`src/rtl/serial_adder_pkg.sv`:
```
// Shared definitions for the bit-serial adder: state encodings
// and the default operand width.
package serial_adder_pkg;

    localparam int DEF_WIDTH = 8;

    typedef enum logic [1:0] {
        S_IDLE  = 2'd0,
        S_SHIFT = 2'd1,
        S_DONE  = 2'd2
    } state_t;

endpackage

```
`src/rtl/serial_adder_fa.sv`:
```
// Gate-level full adder cell: two XOR, two AND, one OR.
module full_adder_cell (
    input  logic x,
    input  logic y,
    input  logic cin,
    output logic s,
    output logic cout
);

    logic p;
    logic g;
    logic t;

    xor u_x0 (p, x, y);
    xor u_x1 (s, p, cin);
    and u_a0 (g, x, y);
    and u_a1 (t, p, cin);
    or  u_o0 (cout, g, t);

endmodule

```
`src/rtl/serial_adder.sv`:
```
// Bit-serial adder, LSB first, one full-adder cell plus carry flop.
// SERIAL_ADDER_SUB_EN adds a sub input (a-b) and an ovf output.
module serial_adder
    import serial_adder_pkg::*;
#(
    parameter int WIDTH = DEF_WIDTH
) (
    input  logic             clk,
    input  logic             rst,
    input  logic             start,
`ifdef SERIAL_ADDER_SUB_EN
    input  logic             sub,
`endif
    input  logic [WIDTH-1:0] a,
    input  logic [WIDTH-1:0] b,
    output logic [WIDTH-1:0] sum,
    output logic             carry,
    output logic             busy,
    output logic             done
`ifdef SERIAL_ADDER_SUB_EN
    ,
    output logic             ovf
`endif
);

    localparam int CNT_W = $clog2(WIDTH + 1);

    state_t state;
    state_t nxt;

    logic [WIDTH-1:0] ra;
    logic [WIDTH-1:0] rb;
    logic [WIDTH-1:0] rsum;
    logic [WIDTH-1:0] rsum_n;
    logic [WIDTH-1:0] sbit;
    logic [CNT_W-1:0] cnt;
    logic             cff;
    logic             fa_s;
    logic             fa_c;
    logic             sub_i;
    logic             load;
    logic             shifting;
    logic             last;

`ifdef SERIAL_ADDER_SUB_EN
    assign sub_i = sub;
`else
    assign sub_i = 1'b0;
`endif

    assign shifting = (state == S_SHIFT);
    assign load     = start & ((state == S_IDLE) | (state == S_DONE));
    assign last     = shifting & (cnt == CNT_W'(WIDTH - 1));

    full_adder_cell u_fa (
        .x    (ra[0]),
        .y    (rb[0]),
        .cin  (cff),
        .s    (fa_s),
        .cout (fa_c)
    );

    // New sum bit enters at the MSB while the register shifts right.
    always_comb begin
        sbit            = '0;
        sbit[WIDTH-1]   = fa_s;
        rsum_n          = (rsum >> 1) | sbit;
    end

    always_ff @(posedge clk) begin
        if (rst) begin
            state <= S_IDLE;
        end else begin
            state <= nxt;
        end
    end

    always_comb begin
        nxt = state;
        unique case (state)
            S_IDLE:  if (start) nxt = S_SHIFT;
            S_SHIFT: if (last) nxt = S_DONE;
            S_DONE:  nxt = start ? S_SHIFT : S_IDLE;
            default: nxt = S_IDLE;
        endcase
    end

    always_comb begin
        busy = 1'b0;
        done = 1'b0;
        unique case (1'b1)
            (state == S_SHIFT): busy = ~rst;
            (state == S_DONE):  done = ~rst;
            default: ;
        endcase
    end

    always_ff @(posedge clk) begin
        if (rst) begin
            ra    <= '0;
            rb    <= '0;
            rsum  <= '0;
            cff   <= 1'b0;
            cnt   <= '0;
            sum   <= '0;
            carry <= 1'b0;
        end else if (load) begin
            ra   <= a;
            rb   <= sub_i ? ~b : b;
            cff  <= sub_i;
            cnt  <= '0;
        end else if (shifting) begin
            ra   <= ra >> 1;
            rb   <= rb >> 1;
            rsum <= rsum_n;
            cff  <= fa_c;
            cnt  <= cnt + CNT_W'(1);
            if (last) begin
                sum   <= rsum_n;
                carry <= fa_c;
            end
        end
    end

`ifdef SERIAL_ADDER_SUB_EN
    // On the MSB step cff is the carry into the MSB.
    always_ff @(posedge clk) begin
        if (rst) begin
            ovf <= 1'b0;
        end else if (last) begin
            ovf <= cff ^ fa_c;
        end
    end
`endif

endmodule

```
`config.mk`:
```
export PLATFORM = sky130hd
export DESIGN_NAME = serial_adder
export DESIGN_NICKNAME = d
export VERILOG_FILES = /design/src/rtl/serial_adder_pkg.sv /design/src/rtl/serial_adder_fa.sv /design/src/rtl/serial_adder.sv
export SDC_FILE = /design/constraint.sdc
export NUM_CORES = 1
export LEC_CHECK = 0
export CAP_MARGIN = 20
export CORE_ASPECT_RATIO = 1.1
export CORE_MARGIN = 4
export CORE_UTILIZATION = 25
export DETAILED_ROUTE_END_ITERATION = 6
export SLEW_MARGIN = 20
export SYNTH_ARGS = -nofsm -noshare
export SYNTH_HDL_FRONTEND = slang
export SYNTH_SLANG_ARGS = --single-unit
```
`constraint.sdc`:
```
create_clock -name clk -period 2.5 [get_ports clk]
set_input_delay 0.375 -clock clk [delete_from_list [all_inputs] [get_ports clk]]
set_output_delay 0.375 -clock clk [all_outputs]
set_load 0.01 [all_outputs]
```
==> results by group <==
Die
  – Starting density of the core: a little over a quarter
  – I/O pins: 30
  – Die Footprint: 0.007950 mm²
  – Core Area: approximately 0.0063 mm²
  – Die Y: just over 90 µm
  – Die Wd: 85.38 µm
  – Core Rows: 30

Worst setup path
  – FF-to-FF path depth: 4
  – Worst r2r src: state[0]
  – Critical Path AT: approximately 1600 ps
  – Setup crit end: done
  – Worst R2R End: rsum[1]
  – CP Launch Type: primary input
  – CP startpoint: rst
  – WP data required: 2120 ps
  – Critical path peak fanout: 3
  – Crit Path Category: primary input to primary output
  – Worst setup EP type: primary output
  – R2R Setup Slk: 950 ps

CTS
  – TritonCTS Buffers: 5
  – Clk_lat worst skew: ~280 ps
  – Clock Path Buffers: 2
  – Post-CTS Setup Inserts: 0
  – CTS tree: done
  – CTS Root Cell: clkbuf_8
  – Hold_buf cts: 0
  – Num Clock Sinks: 39
  – PostCTS Resize Cnt: 0
  – Clock transition at path regs: about 70 ps
  – CTS HTree Levels: 2

Logic synthesis
  – Register area share after synthesis: 47.42%
  – Post-synth cell types: 25
  – Synthesized area per cell: 8.758 µm²
  – Mapped cell area: 0.001647 mm²
  – FF+latch count, synth: 39
  – Synthesized instance count: 188
  – Yosys Warn Count: 0
  – Net Count, Synth: 209

Timing
  – Final hold viol count: 0
  – Worst slew margin: 54.38%
  – Fin. max-slew vios: 0
  – Minimum clock period: 2009 ps
  – Crit share post-route: about 80%
  – Clock Skew: 6.192 ps
  – Fmax: 0.4978 GHz
  – Unrepaired setup endpoints after global routing: false
  – Final setup TNS: 0 ps
  – Final setup fails: 0
  – Worst-Margin Slew: 684.2 ps

Run status
  – Outcome: finished clean

Route
  – Top layer in use: met4
  – WL met3: 182 µm
  – DRC errors left: 0
  – Final wirelength: ~3300 µm
  – DR WL/cell: 11.15 µm
  – Initial DRT Pass Iterations: 4
  – Starting DRT DRC Count: between 50 and 60
  – Met2 WL post-DR: 1432 µm
  – Vias per cell: 4.454
  – Via Count: 1314
  – Remaining antenna violation count: 0
  – M1 WL: between 1500 and 2000 µm

Place
  – Dpl cells: 287
  – Port bufs: 29
  – DP Wirelength: 2132 µm
  – GPL Wtd Cong: roughly 0.71

Cells and area
  – # diodes: 0
  – Layout cell share with drive strength beyond 1: 5.116%
  – Non-Filler Instances: 295
  – P&R area growth vs syn: 25.15%
  – Layout net count: 235

Global routing
  – Largest net degree at the start of global routing: 45
  – Total GRT Usage: 8.644%
  – Initial antenna violation count: 0
  – Overflow after GRT: 0
  – Vias in the first global route: 1210
  – First-pass GRT wire length: approximately 5600 µm

Power
  – Leakage: 0.6776 nW
  – Power Density: 582.5 mW/mm²
  – Max VDD drop: approximately 290 µV
  – Total power: 1.200 mW

Job
  – Max Cap Violations: 0

Worst hold path
  – Worst hold path type: register to register
## synth_stat cells, drive strengths merged
| cell type | count | share of area [%] |
|---|---|---|
| a21oi | 13 | 4.0 |
| a22oi | 1 | 0.46 |
| a311oi | 11 | 5.9 |
| and2b | 2 | 0.91 |
| buf | 12 | 4.9 |
| clkbuf | 2 | 0.46 |
| dfxtp | 39 | 47 |
| fa | 1 | 1.2 |
| ha | 1 | 0.76 |
| mux2i | 10 | 6.1 |
| nand2 | 41 | 9.3 |
| nand2b | 21 | 8.0 |
| nand3 | 3 | 0.91 |
| nand3b | 2 | 0.91 |
| nor2 | 16 | 4.1 |
| nor3 | 6 | 1.8 |
| nor3b | 1 | 0.46 |
| o21ai | 1 | 0.30 |
| o22ai | 2 | 0.76 |
| or3 | 1 | 0.38 |
| xnor2 | 1 | 0.53 |
| xor2 | 1 | 0.53 |
## power breakdown
part / internal, mW / switching [mW] / total, mW
sequential: 0.648 / 0.0161 / 0.664
clock: 0.196 / 0.202 / 0.398
combinational: 0.0656 / 0.0725 / 0.138
total: 0.910 / 0.291 / 1.20
## layout make-up
cell class | count | area (µm²)
multi-input combinational | 135 | 778.2
clock buffer | 7 | 76.32
timing repair buffer | 33 | 320.3
clock inverter | 1 | 5.005
tap | 80 | 100.1
fill | 672 | 4208
sequential | 39 | 780.7
## kinds of logic (layout without fill, tap and decap cells)
logic type	count (synthesis)	in the layout	synth area share, %
mux	10	10	6.079
compound gates	28	28	11.32
simple gates	93	93	26.82
flops	39	39	47.42
xor+xnor	2	2	1.064
buf+inv	14	41	5.319
fa+ha+maj	2	2	1.976
## critical path: stages
cell and delay, ps:
clkdlybuf4s50_1 470, nor3b_1 200, clkdlybuf4s50_1 590
## sequential cells by signal, indices dropped and copies added (netlist names)
name / cells
carry: 1
cff: 1
cnt: 4
ra: 8
rb: 8
rsum: 7
state: 2
sum: 8
## layer usage
metal	track usage (%)	vias up
met4	2.375	0
met5	0	-
met2	13.28	28
met1	11.65	599
met3	2.731	2
li1	-	685
## how the worst min path moves through the flow
stage                     startpoint       to  slack (ps)  cells past startpoint
after floorplan              rsum[1]  rsum[1]         440                      2
after global placement       rsum[1]  rsum[1]         450                      2
after detailed placement     rsum[1]  rsum[1]         460                      2
after CTS                    rsum[1]  rsum[1]         470                      2
after global routing         rsum[1]  rsum[1]         480                      2
final                        rsum[1]  rsum[1]         470                      2
## cells in the final DEF (no fill, tap or decap), drive strengths merged
cell type | Yosys | final
nor2 | 16 | 16
a22oi | 1 | 1
o21ai | 1 | 1
xnor2 | 1 | 1
nand2 | 41 | 41
xor2 | 1 | 1
nand2b | 21 | 21
or3 | 1 | 1
clkbuf | 2 | 7
fa | 1 | 1
buf | 12 | 4
nand3 | 3 | 3
and2b | 2 | 2
clkdlybuf4s50 | 0 | 29
clkinv | 0 | 1
nand3b | 2 | 2
a311oi | 11 | 11
nor3 | 6 | 6
mux2i | 10 | 10
dfxtp | 39 | 39
ha | 1 | 1
nor3b | 1 | 1
a21oi | 13 | 13
o22ai | 2 | 2
## metrics by stage
step	area, µm²	hold slack (ps)	setup slack, ps	utilization, %
floorplan	1647	436.8	960.0	-
global placement	1979	447.1	453.7	31.58
detailed placement	1979	456.9	473.8	31.58
CTS	2061	468.5	454.4	32.87
global route	2061	478.9	358.6	32.87
finish	2061	467.0	491.3	32.87
Power figures use the tool's default switching activity.
